## src/rtl/seg_scan_ctrl.sv

```systemverilog
// seg_scan_ctrl: time-multiplexed scan of a shared BCD-to-7-segment decoder; optional leading-zero blanking under SEG_SCAN_LZB_EN.
// Latency: outputs are registered and change on the clock edge that enters a phase; loaded values appear at the next frame boundary.
// Backpressure: none; load is a fire-and-forget strobe (last load per frame wins) and lamp_req is sampled only on the last SHOW cycle.
module seg_scan_ctrl #(
  parameter int NUM_DIGITS   = 4,
  parameter int DIGIT_CYCLES = 50000,
  parameter int GUARD_CYCLES = 500,
  parameter int LT_CYCLES    = 5000000
) (
  input  logic                      clk,
  input  logic                      rst,
  input  logic [4*NUM_DIGITS-1:0]   value,
  input  logic                      load,
  input  logic [NUM_DIGITS-1:0]     blank_mask,
  input  logic                      lamp_req,
  output logic [3:0]                dec_D,
  output logic                      dec_LE,
  output logic                      dec_BL,
  output logic                      dec_LT,
  output logic [NUM_DIGITS-1:0]     dig_sel,
  output logic                      frame_done
);

  localparam int SLOT_W = $clog2(DIGIT_CYCLES);
  localparam int LT_W   = (LT_CYCLES > 1) ? $clog2(LT_CYCLES) : 1;
  localparam int DIG_W  = $clog2(NUM_DIGITS);

  localparam logic [SLOT_W-1:0] SLOT_LAST = SLOT_W'(DIGIT_CYCLES - 1);
  localparam logic [SLOT_W-1:0] GUARD_END = SLOT_W'(GUARD_CYCLES);
  localparam logic [LT_W-1:0]   LT_LAST   = LT_W'(LT_CYCLES - 1);
  localparam logic [DIG_W-1:0]  DIG_LAST  = DIG_W'(NUM_DIGITS - 1);

  // S_INIT only exists for the single cycle of reset; it always moves to S_LAMP.
  typedef enum logic [1:0] {
    S_INIT  = 2'd0,
    S_LAMP  = 2'd1,
    S_GUARD = 2'd2,
    S_SHOW  = 2'd3
  } state_t;

  // A zero-length guard means every slot opens directly in SHOW.
  localparam state_t SLOT_FIRST = (GUARD_CYCLES == 0) ? S_SHOW : S_GUARD;

  state_t                  state, state_nxt;
  logic [SLOT_W-1:0]       slot_cnt, slot_nxt, slot_inc;
  logic [LT_W-1:0]         lt_cnt, lt_nxt;
  logic [DIG_W-1:0]        dig, dig_nxt;
  logic [4*NUM_DIGITS-1:0] disp, disp_nxt;
  logic [4*NUM_DIGITS-1:0] pending;
  logic                    pend_valid;
  logic                    boundary;
  logic                    frame_end;
  logic [NUM_DIGITS-1:0]   lz_blank;
  logic [3:0]              show_nib;
  logic                    show_blank;

  assign slot_inc = slot_cnt + 1'b1;

  // Next-state: one slot counter spans guard+show; the lamp counter is separate because it is far longer.
  always_comb begin
    state_nxt = state;
    slot_nxt  = slot_cnt;
    lt_nxt    = lt_cnt;
    dig_nxt   = dig;
    boundary  = 1'b0;
    frame_end = 1'b0;
    case (state)
      S_INIT: begin
        state_nxt = S_LAMP;
        lt_nxt    = '0;
      end
      S_LAMP: begin
        if (lt_cnt == LT_LAST) begin
          state_nxt = SLOT_FIRST;
          slot_nxt  = '0;
          dig_nxt   = '0;
          boundary  = 1'b1;
        end else begin
          lt_nxt = lt_cnt + 1'b1;
        end
      end
      S_GUARD, S_SHOW: begin
        if (slot_cnt == SLOT_LAST) begin
          // Last cycle of a slot is always SHOW, so this is where lamp_req is looked at.
          slot_nxt = '0;
          if (dig == DIG_LAST) begin
            frame_end = 1'b1;
          end
          if (lamp_req) begin
            state_nxt = S_LAMP;
            lt_nxt    = '0;
          end else begin
            state_nxt = SLOT_FIRST;
            if (dig == DIG_LAST) begin
              dig_nxt  = '0;
              boundary = 1'b1;
            end else begin
              dig_nxt = dig + 1'b1;
            end
          end
        end else begin
          slot_nxt = slot_inc;
          if (slot_inc == GUARD_END) begin
            state_nxt = S_SHOW;
          end
        end
      end
      default: begin
        state_nxt = S_INIT;
      end
    endcase
  end

  // Commit pending data only on a frame boundary so a frame never mixes old and new nibbles.
  always_comb begin
    disp_nxt = disp;
    if (boundary && pend_valid) begin
      disp_nxt = pending;
    end
  end

`ifdef SEG_SCAN_LZB_EN
  // Digit i>0 is leading-zero blanked when it and every more significant nibble are zero.
  always_comb begin
    logic all_zero;
    lz_blank = '0;
    all_zero = 1'b1;
    for (int i = NUM_DIGITS - 1; i > 0; i--) begin
      all_zero    = all_zero & (disp_nxt[4*i +: 4] == 4'd0);
      lz_blank[i] = all_zero;
    end
  end
`else
  // Zeros are shown; only blank_mask can blank a digit.
  assign lz_blank = '0;
`endif

  // Select the nibble and blanking for the digit about to be shown.
  always_comb begin
    show_nib   = 4'd0;
    show_blank = 1'b0;
    for (int i = 0; i < NUM_DIGITS; i++) begin
      if (dig_nxt == DIG_W'(i)) begin
        show_nib   = disp_nxt[4*i +: 4];
        show_blank = blank_mask[i] | lz_blank[i];
      end
    end
  end

  // FSM state, data registers and outputs; outputs are decoded from the next state so they line up with it.
  always_ff @(posedge clk) begin
    if (rst) begin
      state      <= S_INIT;
      slot_cnt   <= '0;
      lt_cnt     <= '0;
      dig        <= '0;
      disp       <= '0;
      pending    <= '0;
      pend_valid <= 1'b0;
      dec_D      <= 4'd0;
      dec_LE     <= 1'b0;
      dec_BL     <= 1'b0;
      dec_LT     <= 1'b1;
      dig_sel    <= '0;
      frame_done <= 1'b0;
    end else begin
      state    <= state_nxt;
      slot_cnt <= slot_nxt;
      lt_cnt   <= lt_nxt;
      dig      <= dig_nxt;
      disp     <= disp_nxt;

      // A load coinciding with a boundary lands in pending and waits a full frame.
      if (load) begin
        pending    <= value;
        pend_valid <= 1'b1;
      end else if (boundary) begin
        pend_valid <= 1'b0;
      end

      frame_done <= frame_end;
      dec_LE     <= 1'b0;

      case (state_nxt)
        S_LAMP: begin
          dec_D   <= 4'd0;
          dec_BL  <= 1'b1;
          dec_LT  <= 1'b0;
          dig_sel <= '1;
        end
        S_GUARD: begin
          dec_D   <= 4'd0;
          dec_BL  <= 1'b0;
          dec_LT  <= 1'b1;
          dig_sel <= '0;
        end
        S_SHOW: begin
          dec_D   <= show_nib;
          dec_BL  <= ~show_blank;
          dec_LT  <= 1'b1;
          dig_sel <= show_blank ? '0 : (NUM_DIGITS'(1) << dig_nxt);
        end
        default: begin
          dec_D   <= 4'd0;
          dec_BL  <= 1'b0;
          dec_LT  <= 1'b1;
          dig_sel <= '0;
        end
      endcase
    end
  end

endmodule

```

## config.mk

```make
export PLATFORM = sky130hd
export DESIGN_NAME = seg_scan_ctrl
export DESIGN_NICKNAME = d
export VERILOG_FILES = /design/src/rtl/seg_scan_ctrl.sv
export SDC_FILE = /design/constraint.sdc
export NUM_CORES = 1
export LEC_CHECK = 0
export CAP_MARGIN = 0
export CORE_UTILIZATION = 60
export DETAILED_ROUTE_END_ITERATION = 8
export PLACE_DENSITY = 0.86
export SETUP_SLACK_MARGIN = 0.15
export SKIP_LAST_GASP = 1
export SLEW_MARGIN = 20
export SYNTH_ARGS = -nofsm -noshare
export SYNTH_HDL_FRONTEND = slang
export SYNTH_SLANG_ARGS = --single-unit
```

## constraint.sdc

```tcl
create_clock -name clk -period 5.3 [get_ports clk]
set_clock_uncertainty 0.15 [all_clocks]
set_input_delay 1.06 -clock clk [delete_from_list [all_inputs] [get_ports clk]]
set_output_delay 1.06 -clock clk [all_outputs]
set_load 0.01 [all_outputs]
```

### After elaboration in Yosys (flattened, before gate mapping)

Index checks and enable logic that the tools add are counted.

| cells by class | value |
|---|---|
| muxes and demuxes | 37 |
| reductions and logical operators | 10 |
| add/subtract/negate cells | 3 |
| bitwise gates (word level) | 4 |
| shifts and indexed selects | 1 |
| equality and inequality tests | 16 |

Operator list:

| kind | count |
|---|---|
| 2-to-1 mux 23 bit | 3 |
| one-hot mux 23 bit (3 select lines) | 1 |
| 2-to-1 mux 16 bit | 3 |
| one-hot mux 16 bit (2 select lines) | 1 |
| adder 23 x 1 -> 23 bit, second input constant | 1 |
| equality test 23 bit, second input constant | 1 |
| 2-to-1 mux 4 bit | 5 |
| adder 16 x 1 -> 16 bit, second input constant | 1 |
| equality test 16 bit, second input constant | 1 |
| equality test 16 x 9 -> 1 bit, second input constant | 1 |
| 2-to-1 mux 2 bit | 8 |
| equality test 2 bit, second input constant | 6 |
| 2-to-1 mux 1 bit | 11 |
| inequality test 2 bit, second input constant | 4 |
| one-hot mux 4 bit (2 select lines) | 1 |
| equality test 2 x 1 -> 1 bit, second input constant | 3 |
| one-hot mux 2 bit (3 select lines) | 1 |
| zero test 2 bit | 2 |
| NOT 1 bit | 4 |
| one-hot mux 1 bit (2 select lines) | 2 |
| one-hot mux 2 bit (2 select lines) | 1 |
| nonzero test 2 bit | 2 |
| OR reduction 2 bit | 2 |
| << shifter 1 x 2 -> 4 bit, first input constant | 1 |
| 5 further kinds | 5 |

| storage, ports and cells | value |
|---|---|
| register bits after elaboration | 87 |
| output and inout bits | 12 |
| input bits | 24 |
| word-level logic and storage cells | 83 |

### Depth between registers and ports, before layout

| depth | value |
|---|---|
| word-level depth | 12 |
| mapped depth | 11 |

### Worst setup path before layout

Ideal clock, no wire load.

| timing path | value |
|---|---|
| path type | input to register |
| start | input port lamp_req |
| end | register lt_cnt[14] |
| slack | 2,625 ps |
| stages on the path | 8 |
| arrival | 2,398 ps |
| path through | and4b_1 a41o_1 o21ai_1 clkbuf_1 nor4_2 nand4_1 xor2_1 nor2_1 |

| on the way | value |
|---|---|
| longest elaborated chain between the ends | 2 |

RTL lines:

| item | line | text |
|---|---|---|
| start, declared | 15 | `input logic lamp_req,` |
| inequality test 2 bit (no line) | n/a |  |
| AND reduction 3 bit (no line) | n/a |  |
| end signal, assigned | 169 | `lt_cnt <= lt_nxt;` |
| end, declared | 46 | `logic [LT_W-1:0] lt_cnt, lt_nxt;` |

No other way between the ends.
A chain may end at the register's enable or synchronous reset.

### Worst setup path after layout

| timing path | value |
|---|---|
| start | input port lamp_req |
| end | register lt_cnt[13] |

Same word-level chain as after synthesis.

==> flow_summary_export.csv <==
group,metric,value,unit
grt,grt-ovfl-total,0,
floorplanning,rows,30,
floorplanning,start_util,0.623,
yosys,synth_compound_area_frac,0.130,
timing,hold_violations,0,
place,dpl_worst_slack,1.77,ns
cts,cts_setup_buffers,0,
routing,first_iter_violations,207,
place,dp_hpwl,6.06,mm
floorplanning,die_h,86.3,microns
grt,grt_pass1_wl,14.7,mm
power,p_per_area,253,mW/mm^2
power,p_clk_frac,0.390,
yosys,synth_nets,504,
layout,num-nets-final,519,
power,switching_share,0.236,
timing,report.final.slew_viol_count,0,
layout,final_common_cell,"dfxtp_1",
routing,avgViaCountPerCell,5.94,
flow_run,cap_violations,0,
layout,drive_above_1_share,0.0724,
power,finalPower,1210,uW
yosys,synth_xor_area_frac,0.0432,
floorplanning,die_w,86.3,microns
yosys,synth_ff_type,"dfxtp_1",
worst_setup_path,crit_fanout,11,
layout,fillers,532,
layout,stdcell_count,593,
place,place_inst,577,
timing,rsz0062_at_grt,"no",
timing,min_period_over_period,0.609,
worst_setup_path,path_class,"in2reg",
hold_path,hp-class,"reg2reg",
place,port-buffer-count,34,
worst_setup_path,cp_data_arrival_time,3.33,ns
cts,cts.repair.resized,0,
cts,clk_pin_slew,0.09,ns
power,cellLeakagePower,0.00166,uW
power,vdd_ir_drop_max,0.000166,V
layout,mostFrequentLayoutCells,"87 x dfxtp_1, 79 x nor2_1, 41 x mux2i_1",
worst_setup_path,required,5.40,ns
yosys,syn-cell-area,0.00426,sq mm
power,combPwrFrac,0.052,
yosys,synth.yosys.warnings,0,
layout,multi_input_area,0.00231,sq mm
layout,diodes,0,
floorplanning,dieArea,0.00744,sq mm
floorplanning,core,0.00683,sq mm
cts,cts.sinks,87,
routing,drcViolationCount,0,
yosys,async_flop_share,0,
timing,worst-slew-pin-transition,0.976,ns
timing,slew-limit-headroom,0.347,
cts,cts_tree,"done",
routing,final_antenna_net_count,0,
worst_setup_path,start_kind,"primary input",
cts,h-tree-depth,3,
routing,drt_pre_antenna_iters,4,
yosys,synth_simple_gate_area_share,0.256,
grt,grt_pass1_vias,3270,
routing,vias,3523,
cts,hold_buffers,0,
power,internal_power,921,uW
cts,clk_latency,0.36,ns
timing,max_freq,310,MHz
routing,avgRoutedWirePerCell,14.6,microns
grt,track_usage,0.248,
yosys,synthDistinctLibCells,60,
floorplanning,ios,36,
place,gp_congestion,0.923,
timing,min_period,3.23,ns
layout,area_growth,11.8,%
cts,clk_root_buffer_cell,"clkbuf_8",
yosys,muxShareOfSynthArea,0.102,
timing,fin_ws,2.07,ns
layout,final-seq-area,0.00174,sq mm
power,p_seq_frac,0.559,
yosys,synth_edf_count,0,
timing,finalSetupTns,0,ns
grt,grt_start_max_net_pins,55,
worst_setup_path,endpoint_kind,"flop",
yosys,synth_cells,477,
yosys,ys_seq_elements,87,
grt,antenna_found_initial,0,
cts,numCtsBuffers,9,
status,status,"completed",
yosys,synth_fa_ha_area_frac,0.00881,
timing,setup_viol,0,
routing,wl,8.65,mm
yosys,ys_seq_area_frac,0.409,
cts,cts_buffer_depth,2,
yosys,synth_area_per_cell,8.93,sq um
power,switchingPower,285,uW
yosys,synth_top_family_by_area,"simple AND/OR/NAND/NOR gates",
-- synthesized netlist by cell type (8+ instances only) --
| cell type | instances | area share |
|---|---|---|
| a211oi_1 | 9 | 0.016 |
| mux2i_1 | 41 | 0.096 |
| o21ai_0 | 13 | 0.015 |
| nor2_1 | 79 | 0.070 |
| inv_1 | 8 | 0.0071 |
| nand2_1 | 22 | 0.019 |
| dfxtp_1 | 87 | 0.41 |
| xor2_1 | 16 | 0.033 |
| nand4_1 | 15 | 0.022 |
| clkbuf_1 | 20 | 0.018 |
| nand3_1 | 17 | 0.020 |
| a21oi_1 | 23 | 0.027 |
| nor3_1 | 8 | 0.0094 |
-- power by group through the flow --
stage	Combinational [uW]	Clock, uW	Sequential, uW
4_1_cts	62.7	480	674
2_1_floorplan	32.3	0	688
6_report	62.4	470	674
3_3_place_gp	61.4	0	688
3_5_place_dp	62.7	0	689
5_1_grt	68.9	506	675
-- logic make-up after synthesis --
kind of cell | after synthesis
simple gates | 199
flops | 87
compound gates | 81
mux | 43
buf+inv | 42
xor+xnor | 21
fa+ha+maj | 3
other cells | 1
-- final timing paths --
check | startpoint | end | slack, ns | depth (start not counted)
setup / recovery | lamp_req | lt_cnt[13] | 2.07 | 8
hold / removal | lt_cnt[1] | lt_cnt[1] | 0.33 | 2
setup reg to reg | slot_cnt[0] | dec_D[3] | 2.22 | 7
hold reg to reg | lt_cnt[1] | lt_cnt[1] | 0.33 | 2
-- state kept, by name (all words and copies together), names as in the netlist, 2 cells and up --
register  flops
dig           2
pending      16
slot_cnt     16
state         2
dig_sel       4
disp         16
dec_D         4
lt_cnt       23
-- per-layer routing --
metal,vias up,GRT usage,part of all wire
li1,1744,-,-
met1,1668,0.308,0.46
met2,90,0.415,0.48
met3,21,0.0467,0.038
met4,0,0.123,0.027
met5,-,0,0
-- critical path: stages --
cell and delay, ns:
clkdlybuf4s50_1 0.56, and4b_1 0.21, a41o_1 0.18, o21ai_1 0.25, nor4_2 0.64, nand3_1 0.19, xor2_1 0.18, nor2_1 0.06
-- final cells by class --
type | count | share of cell area
multi-input cells | 348 | 0.485
flip-flops and latches | 87 | 0.366
well taps | 96 | 0.0252
clock inverters | 7 | 0.0160
clock buffers | 9 | 0.0260
repair buffers | 37 | 0.0751
inverters | 9 | 0.00709
-- through the flow --
step	util	hold slack (ns)	instance area, sq um
final	0.697	0.329	4760
after global routing	0.697	0.376	4760
after CTS	0.697	0.329	4760
after detailed placement	0.668	0.317	4560
after global placement	0.668	0.315	4560
after floorplan	-	0.299	4260
No activity file was read; power rests on OpenSTA's default activity.
